[config.mk]
export PLATFORM = sky130hd
export DESIGN_NAME = ysyx_23060240_lsu_flat
export DESIGN_NICKNAME = d
export VERILOG_FILES = /design/src/rtl/ysyx_23060240_lsu_pkg.sv /design/src/rtl/ysyx_23060240_lsu_if.sv /design/src/rtl/ysyx_23060240_lsu_align.sv /design/src/rtl/ysyx_23060240_lsu.sv /design/src/flat_wrapper.sv
export SDC_FILE = /design/constraint.sdc
export NUM_CORES = 1
export LEC_CHECK = 0
export CAP_MARGIN = 20
export CORE_MARGIN = 10
export CORE_UTILIZATION = 40
export DETAILED_ROUTE_END_ITERATION = 8
export HOLD_SLACK_MARGIN = 0.05
export PLACE_DENSITY = 0.9
export SETUP_SLACK_MARGIN = 0.2
export SKIP_LAST_GASP = 1
export SYNTH_ARGS = -nofsm -noshare
export SYNTH_HDL_FRONTEND = slang
export SYNTH_SLANG_ARGS = --single-unit
[constraint.sdc]
create_clock -name clk -period 5 [get_ports clk]
set_clock_uncertainty 0.05 [all_clocks]
set_input_delay 0.75 -clock clk [delete_from_list [all_inputs] [get_ports clk]]
set_output_delay 0.75 -clock clk [all_outputs]
set_load 0.01 [all_outputs]
[src/rtl/ysyx_23060240_lsu_pkg.sv]
// Shared LSU definitions: FSM state encoding, RV32 load/store width codes and
// the misaligned-access predicate used when LSU_MISALIGN_CHECK_EN is defined.
package ysyx_23060240_pkg;

   typedef enum logic [1:0] {
      LSU_IDLE = 2'd0,
      LSU_REQ  = 2'd1,
      LSU_WAIT = 2'd2,
      LSU_DONE = 2'd3
   } lsu_state_e;

   localparam logic [2:0] F3_B  = 3'b000;
   localparam logic [2:0] F3_H  = 3'b001;
   localparam logic [2:0] F3_W  = 3'b010;
   localparam logic [2:0] F3_BU = 3'b100;
   localparam logic [2:0] F3_HU = 3'b101;

   // A half-word is only illegal when it would straddle the word boundary.
   function automatic logic is_misaligned(input logic [2:0] funct3, input logic [1:0] off);
      logic mis;
      mis = 1'b0;
      if (funct3 == F3_H || funct3 == F3_HU) mis = (off == 2'd3);
      else if (funct3 == F3_W)               mis = (off != 2'd0);
      return mis;
   endfunction

endpackage

[src/rtl/ysyx_23060240_lsu_if.sv]
// LSU bus bundle: EXU request, WBU response and SRAM port. out_misalign is
// present only when LSU_MISALIGN_CHECK_EN is defined.
interface ysyx_23060240_lsu_if;

   // Both handshakes: a transfer happens on a rising edge where valid && ready;
   // valid and its payload hold steady until that edge, and valid never waits on ready.
   logic        in_valid;
   logic        in_ready;
   logic        in_is_load;
   logic        in_is_store;
   logic [2:0]  in_funct3;
   logic [31:0] in_addr;
   logic [31:0] in_wdata;
   logic [31:0] in_result;
   logic [4:0]  in_rd;

   logic        out_valid;
   logic        out_ready;
   logic [31:0] out_data;
   logic [4:0]  out_rd;
`ifdef LSU_MISALIGN_CHECK_EN
   logic        out_misalign;
`endif

   logic        mem_ren;
   logic        mem_wen;
   logic [31:0] mem_raddr;
   logic [31:0] mem_waddr;
   logic [7:0]  mem_wmask;
   logic [31:0] mem_wdata;
   logic [31:0] mem_rdata;

   modport slave (
      input  in_valid, in_is_load, in_is_store, in_funct3, in_addr, in_wdata,
             in_result, in_rd, out_ready, mem_rdata,
`ifdef LSU_MISALIGN_CHECK_EN
      output out_misalign,
`endif
      output in_ready, out_valid, out_data, out_rd,
             mem_ren, mem_wen, mem_raddr, mem_waddr, mem_wmask, mem_wdata
   );

   modport master (
      output in_valid, in_is_load, in_is_store, in_funct3, in_addr, in_wdata,
             in_result, in_rd, out_ready, mem_rdata,
`ifdef LSU_MISALIGN_CHECK_EN
      input  out_misalign,
`endif
      input  in_ready, out_valid, out_data, out_rd,
             mem_ren, mem_wen, mem_raddr, mem_waddr, mem_wmask, mem_wdata
   );

endinterface

[src/rtl/ysyx_23060240_lsu_align.sv]
// Combinational lane logic: store byte-mask/data placement and load lane
// extraction with sign/zero extension, both driven by funct3 and addr[1:0].
module ysyx_23060240_lsu_align
   import ysyx_23060240_pkg::*;
(
   input  logic [2:0]  funct3,
   input  logic [1:0]  off,
   input  logic [31:0] wdata,
   input  logic [31:0] rdata,
   output logic [3:0]  wmask,
   output logic [31:0] wdata_sh,
   output logic [31:0] rdata_ext
);

   logic [31:0] lane;

   // Mask bits shifted past bit 3 fall off the 4-bit result on purpose.
   always_comb begin
      wmask    = 4'b1111;
      wdata_sh = wdata;
      case (funct3)
         F3_B, F3_BU: begin
            wmask    = 4'b0001 << off;
            wdata_sh = wdata << {off, 3'b000};
         end
         F3_H, F3_HU: begin
            wmask    = 4'b0011 << off;
            wdata_sh = wdata << {off, 3'b000};
         end
         default: ;
      endcase
   end

   assign lane = rdata >> {off, 3'b000};

   always_comb begin
      case (funct3)
         F3_B:    rdata_ext = {{24{lane[7]}}, lane[7:0]};
         F3_BU:   rdata_ext = {24'd0, lane[7:0]};
         F3_H:    rdata_ext = {{16{lane[15]}}, lane[15:0]};
         F3_HU:   rdata_ext = {16'd0, lane[15:0]};
         default: rdata_ext = lane;
      endcase
   end

endmodule

[src/rtl/ysyx_23060240_lsu.sv]
// Load/store unit: one request at a time from EXU, single-cycle SRAM access,
// result handed to WBU. Optional LSU_MISALIGN_CHECK_EN rejects misaligned H/W.
module ysyx_23060240_lsu
   import ysyx_23060240_pkg::*;
(
   input  logic               clk,
   input  logic               rst,
   ysyx_23060240_lsu_if.slave bus,
   output lsu_state_e         dbg_state
);

   lsu_state_e  state;
   lsu_state_e  state_nxt;

   logic        r_load;
   logic        r_store;
   logic [2:0]  r_f3;
   logic [31:0] r_addr;
   logic [31:0] r_wdata;
   logic [31:0] r_data;
   logic [4:0]  r_rd;

   logic [3:0]  wmask;
   logic [31:0] wdata_sh;
   logic [31:0] rdata_ext;
   logic        accept;
   logic        acc_mis;

   assign accept = (state == LSU_IDLE) && bus.in_valid;

`ifdef LSU_MISALIGN_CHECK_EN
   logic r_mis;
   assign acc_mis = (bus.in_is_load || bus.in_is_store) &&
                    is_misaligned(bus.in_funct3, bus.in_addr[1:0]);
`else
   assign acc_mis = 1'b0;
`endif

   ysyx_23060240_lsu_align u_align (
      .funct3    (r_f3),
      .off       (r_addr[1:0]),
      .wdata     (r_wdata),
      .rdata     (bus.mem_rdata),
      .wmask     (wmask),
      .wdata_sh  (wdata_sh),
      .rdata_ext (rdata_ext)
   );

   always_ff @(posedge clk or posedge rst) begin
      if (rst) state <= LSU_IDLE;
      else     state <= state_nxt;
   end

   always_comb begin
      state_nxt = state;
      case (state)
         LSU_IDLE: if (bus.in_valid) begin
            if ((bus.in_is_load || bus.in_is_store) && !acc_mis) state_nxt = LSU_REQ;
            else                                                 state_nxt = LSU_DONE;
         end
         LSU_REQ:  state_nxt = r_load ? LSU_WAIT : LSU_DONE;
         LSU_WAIT: state_nxt = LSU_DONE;
         LSU_DONE: if (bus.out_ready) state_nxt = LSU_IDLE;
         default:  state_nxt = LSU_IDLE;
      endcase
   end

   // Everything on the SRAM side is decoded from state and latched fields only.
   always_comb begin
      bus.in_ready  = (state == LSU_IDLE);
      bus.out_valid = (state == LSU_DONE);
      bus.out_data  = r_data;
      bus.out_rd    = r_rd;
      bus.mem_ren   = (state == LSU_REQ) && r_load;
      bus.mem_wen   = (state == LSU_REQ) && r_store;
      bus.mem_raddr = bus.mem_ren ? {r_addr[31:2], 2'b00} : 32'd0;
      bus.mem_waddr = bus.mem_wen ? {r_addr[31:2], 2'b00} : 32'd0;
      bus.mem_wmask = bus.mem_wen ? {4'b0000, wmask} : 8'd0;
      bus.mem_wdata = bus.mem_wen ? wdata_sh : 32'd0;
`ifdef LSU_MISALIGN_CHECK_EN
      bus.out_misalign = r_mis;
`endif
   end

   // Pass-through and rejected requests get their result at accept; loads overwrite it in WAIT.
   always_ff @(posedge clk or posedge rst) begin
      if (rst) begin
         r_load  <= 1'b0;
         r_store <= 1'b0;
         r_f3    <= 3'd0;
         r_addr  <= 32'd0;
         r_wdata <= 32'd0;
         r_data  <= 32'd0;
         r_rd    <= 5'd0;
`ifdef LSU_MISALIGN_CHECK_EN
         r_mis   <= 1'b0;
`endif
      end else if (accept) begin
         r_load  <= bus.in_is_load;
         r_store <= bus.in_is_store;
         r_f3    <= bus.in_funct3;
         r_addr  <= bus.in_addr;
         r_wdata <= bus.in_wdata;
         r_data  <= acc_mis ? 32'd0 : bus.in_result;
         r_rd    <= bus.in_rd;
`ifdef LSU_MISALIGN_CHECK_EN
         r_mis   <= acc_mis;
`endif
      end else if (state == LSU_WAIT) begin
         r_data  <= rdata_ext;
      end
   end

   assign dbg_state = state;

endmodule

[src/flat_wrapper.sv]
// flat-port wrapper written by rule: the top's interface ports become plain ports
module ysyx_23060240_lsu_flat import ysyx_23060240_pkg::*;
  (clk, rst, dbg_state, bus_in_valid, bus_in_is_load, bus_in_is_store, bus_in_funct3, bus_in_addr, bus_in_wdata, bus_in_result, bus_in_rd, bus_out_ready, bus_mem_rdata, bus_in_ready, bus_out_valid, bus_out_data, bus_out_rd, bus_mem_ren, bus_mem_wen, bus_mem_raddr, bus_mem_waddr, bus_mem_wmask, bus_mem_wdata);
  ysyx_23060240_lsu_if bus_i ();
  input  logic clk;
  input  logic rst;
  output lsu_state_e dbg_state;
  input wire logic [$bits(bus_i.in_valid)-1:0] bus_in_valid;
  input wire logic [$bits(bus_i.in_is_load)-1:0] bus_in_is_load;
  input wire logic [$bits(bus_i.in_is_store)-1:0] bus_in_is_store;
  input wire logic [$bits(bus_i.in_funct3)-1:0] bus_in_funct3;
  input wire logic [$bits(bus_i.in_addr)-1:0] bus_in_addr;
  input wire logic [$bits(bus_i.in_wdata)-1:0] bus_in_wdata;
  input wire logic [$bits(bus_i.in_result)-1:0] bus_in_result;
  input wire logic [$bits(bus_i.in_rd)-1:0] bus_in_rd;
  input wire logic [$bits(bus_i.out_ready)-1:0] bus_out_ready;
  input wire logic [$bits(bus_i.mem_rdata)-1:0] bus_mem_rdata;
  output wire logic [$bits(bus_i.in_ready)-1:0] bus_in_ready;
  output wire logic [$bits(bus_i.out_valid)-1:0] bus_out_valid;
  output wire logic [$bits(bus_i.out_data)-1:0] bus_out_data;
  output wire logic [$bits(bus_i.out_rd)-1:0] bus_out_rd;
  output wire logic [$bits(bus_i.mem_ren)-1:0] bus_mem_ren;
  output wire logic [$bits(bus_i.mem_wen)-1:0] bus_mem_wen;
  output wire logic [$bits(bus_i.mem_raddr)-1:0] bus_mem_raddr;
  output wire logic [$bits(bus_i.mem_waddr)-1:0] bus_mem_waddr;
  output wire logic [$bits(bus_i.mem_wmask)-1:0] bus_mem_wmask;
  output wire logic [$bits(bus_i.mem_wdata)-1:0] bus_mem_wdata;
  assign bus_i.in_valid = bus_in_valid;
  assign bus_i.in_is_load = bus_in_is_load;
  assign bus_i.in_is_store = bus_in_is_store;
  assign bus_i.in_funct3 = bus_in_funct3;
  assign bus_i.in_addr = bus_in_addr;
  assign bus_i.in_wdata = bus_in_wdata;
  assign bus_i.in_result = bus_in_result;
  assign bus_i.in_rd = bus_in_rd;
  assign bus_i.out_ready = bus_out_ready;
  assign bus_i.mem_rdata = bus_mem_rdata;
  assign bus_in_ready = bus_i.in_ready;
  assign bus_out_valid = bus_i.out_valid;
  assign bus_out_data = bus_i.out_data;
  assign bus_out_rd = bus_i.out_rd;
  assign bus_mem_ren = bus_i.mem_ren;
  assign bus_mem_wen = bus_i.mem_wen;
  assign bus_mem_raddr = bus_i.mem_raddr;
  assign bus_mem_waddr = bus_i.mem_waddr;
  assign bus_mem_wmask = bus_i.mem_wmask;
  assign bus_mem_wdata = bus_i.mem_wdata;
  ysyx_23060240_lsu u_core (.clk(clk), .rst(rst), .bus(bus_i), .dbg_state(dbg_state));
endmodule
==> metrics.md <==
| Metric | Value |
|---|---|
| FF+latch count, synth | `108` |
| Crit end category | `output pin` |
| CTS tree | `done` |
| Post-synth EDFFs | `0` |
| Synth async-reset ratio | `100.0%` |
| Sink Count | `108` |
| Hold endpoint | `u_core.r_wdata[24]$_DFFE_PP0P_` |
| GP Congestion | `0.8501` |
| Count leader, synth | `dfrtp_1` |
| Yosys top cell by area | `dfrtp_1` |
| H-tree depth | `3` |
| Max-slew violation count | `0` |
| Drt drc | `0` |
| Pint | `3279 uW` |
| Number of CTS-inserted buffers | `9` |
| First drt pass iteration count | `5` |
| Worst slew margin | `31.08%` |
| Yosys warns | `0` |
| Average instance area after synthesis | `9.588 um2` |
| Clock Latency Late Sink | `0.36 ns` |
| Switch share | `41.39%` |
| Via density | `5.577` |
| Slew @ Worst Pin | `1.030 ns` |
| Worst vdd ir | `289.4 uV` |
| Max_cap viols | `0` |
| Synth top cells by count | `dfrtp_1, mux2_2, and3_1` |
| First-pass GRT wire length | `33.99 mm` |
| CP Launch Type | `flop` |
| Vias in the first global route | `6,117` |
| CTS Hold Bufs | `0` |
| Layout area overhead | `51.97%` |
| Grt total ovfl | `0` |
| Fin nets | `1,029` |
| Max Clk Rate | `0.2451 GHz` |
| Hold Crit Start | `u_core.r_wdata[24]$_DFFE_PP0P_` |
| Clk root buf | `clkbuf_16` |
| Final period demand of the worst path | `4.081 ns` |
| Die H | `143.4 um` |
| Post-synth top flop | `dfrtp_1` |
| Setup_tns | `0 ns` |
| Die area | `20,560 um2` |
| Placed Instances | `1,059` |
| Post-route cell area | `9253 um2` |
| Combinational power share | `55.5%` |
| Number of routed nets with antenna violations | `0` |
| Final WS setup | `0.9192 ns` |
| Core area | `15,030 um2` |
| Synth top area share | `44.39%` |
| Arr. time, crit path | `3.28 ns` |
| Initial antenna violation count | `0` |
| Initial Util | `40.50%` |
| Fin. Hold Viols | `0` |
| Hold depth | `1` |
| Diodes inserted | `0` |
| Largest cells by area after synthesis | `dfrtp_1, mux2_2, and3_1, mux2i_1, o21ai_0` |
| Post-synthesis cell area | `6088 um2` |
| Period utilisation layout | `81.62%` |
| Cts repair resizes | `0` |
| Port-buffer cells | `280` |
| Detailed Place HPWL | `17.14 mm` |
| Sequential area share after synthesis | `44.39%` |
| Leakage | `0.003875 uW` |
| Hold WC Path Type | `reg2reg` |
| Post-Syn Instances | `635` |
| Die W | `143.4 um` |
| Max clock buf depth | `2` |
| IO Count | `289` |
| Total global-route track usage | `21.06%` |
| Synth cell types | `36` |
| Row Count | `45` |
| Status | `complete, no violations` |
| Largest net degree at the start of global routing | `76` |
| Layout cell share with drive strength beyond 1 | `11.16%` |
| Setup WS pre-CTS | `1.378 ns` |
| Post-CTS Setup Bufs | `0` |
| R2r startpoint | `u_core.dbg_state[1]$_DFFE_PP0P_` |
| Reg2reg path depth | `6` |
| Worst setup path class | `reg2out` |
| Worst Path Required | `4.20 ns` |
| FF-to-FF setup slack | `2.38 ns` |
| Post-DP Area | `8945 um2` |
| Reg-to-Reg End | `u_core.bus.out_data[24]$_DFFE_PP0P_` |
| 1st-iter DRT viols | `460` |
| RSZ-0062 raised after global routing | `false` |
| Power Density | `604.6 nW/um2` |
| CP max FO | `63` |
| WL/cell | `21.13 um` |
| Net Switching | `2316 uW` |
| Vias post-DR | `5,995` |
| Endpoints failing setup | `0` |
| Clk slew on worst S/H paths | `0.08 ns` |
| Reg power frac | `31.0%` |
| Clk network pwr share | `13.5%` |
| Routed WL | `22.71 mm` |
| Non-Filler Instances | `1,075` |
## worst max path at each step
stage | to | startpoint
after global placement | bus_mem_wmask[1] | u_core.dbg_state[1]$_DFFE_PP0P_
after global routing | bus_mem_wmask[1] | u_core.dbg_state[1]$_DFFE_PP0P_
final | bus_mem_wmask[1] | u_core.dbg_state[1]$_DFFE_PP0P_
after floorplan | u_core.bus.out_data[0]$_DFFE_PP0P_ | rst
after detailed placement | bus_mem_wmask[1] | u_core.dbg_state[1]$_DFFE_PP0P_
after CTS | bus_mem_wmask[1] | u_core.dbg_state[1]$_DFFE_PP0P_
## stage by stage
stage | utilization (%) | total power [uW] | hold WS [ns]
after floorplan | - | 3489 | 0.4253
after global placement | 59.50 | 4762 | 0.4403
after detailed placement | 59.50 | 4845 | 0.4396
after CTS | 61.55 | 5618 | 0.4546
after global routing | 61.55 | 5972 | 0.4675
final | 61.55 | 5594 | 0.4561
## routing by layer
| layer | routed length, um | GRT usage [%] | vias to the layer above |
|---|---|---|---|
| met1 | 8564 | 23.88 | 2894 |
| met4 | 740 | 8.705 | 0 |
| met5 | 0 | 0 | - |
| li1 | - | - | 2752 |
| met3 | 2238 | 6.337 | 45 |
| met2 | 11170 | 36.11 | 304 |
## critical path, stage by stage, from the launching register on
cell and delay (ns):
dfrtp_1 0.46, inv_1 0.13, ha_1 0.16, buf_4 0.38, nand2_1 0.12, buf_4 0.25, inv_1 0.40, o21ai_0 0.22
a21oi_1 0.16, clkdlybuf4s50_1 0.61
## cell families after synthesis
logic type | count (synthesis) | synth area share (%)
AOI/OAI and AO/OA | 157 | 15.91
adders and majority gates | 5 | 1.028
buffers and inverters | 77 | 5.693
DFF | 108 | 44.39
muxes | 97 | 17.47
other | 1 | 0.06159
and+or+nand+nor | 190 | 15.45
## flip-flops by register name, indices dropped and copies added (netlist names)
register / cells
u_core.bus.out_data: 32
u_core.bus.out_rd: 5
u_core.dbg_state: 2
u_core.r_addr: 32
u_core.r_f3: 3
u_core.r_load: 1
u_core.r_store: 1
u_core.r_wdata: 32
## cells in the final DEF, fill, tap and decap left out, types with 5 or more instances in the layout
cell type	Yosys	routed
a211oi_1	8	8
a21oi_1	36	36
clkbuf_16	0	9
inv_1	17	16
nor2_1	49	49
mux2i_1	32	32
clkdlybuf4s50_1	0	280
buf_4	9	9
ha_1	5	5
nor2b_1	9	9
a22oi_1	16	16
conb_1	1	8
nor3_1	18	18
and3_1	60	60
nand2_1	46	46
mux2_2	64	64
o21ai_0	52	52
a31oi_1	7	7
a2111oi_1	8	8
o2bb2ai_1	7	7
dfrtp_1	108	106
o22ai_1	17	17
## final cells by class
class	count	area, um2
timing repair buffer	289	2870
fill	1234	5781
tap	188	235.2
clock inverter	6	68.82
inverter	17	66.31
clock buffer	10	239.0
sequential	108	2705
multi-input combinational	457	3068
## power by group through the flow
| stage | combinational, uW | clock [uW] | sequential, uW |
|---|---|---|---|
| floorplan | 1870 | 0 | 1620 |
| CTS | 3120 | 768 | 1730 |
| global route | 3380 | 799 | 1790 |
| finish | 3110 | 753 | 1730 |
| global placement | 3050 | 0 | 1720 |
| detailed placement | 3110 | 0 | 1740 |
(Power assumes the default switching activity.)
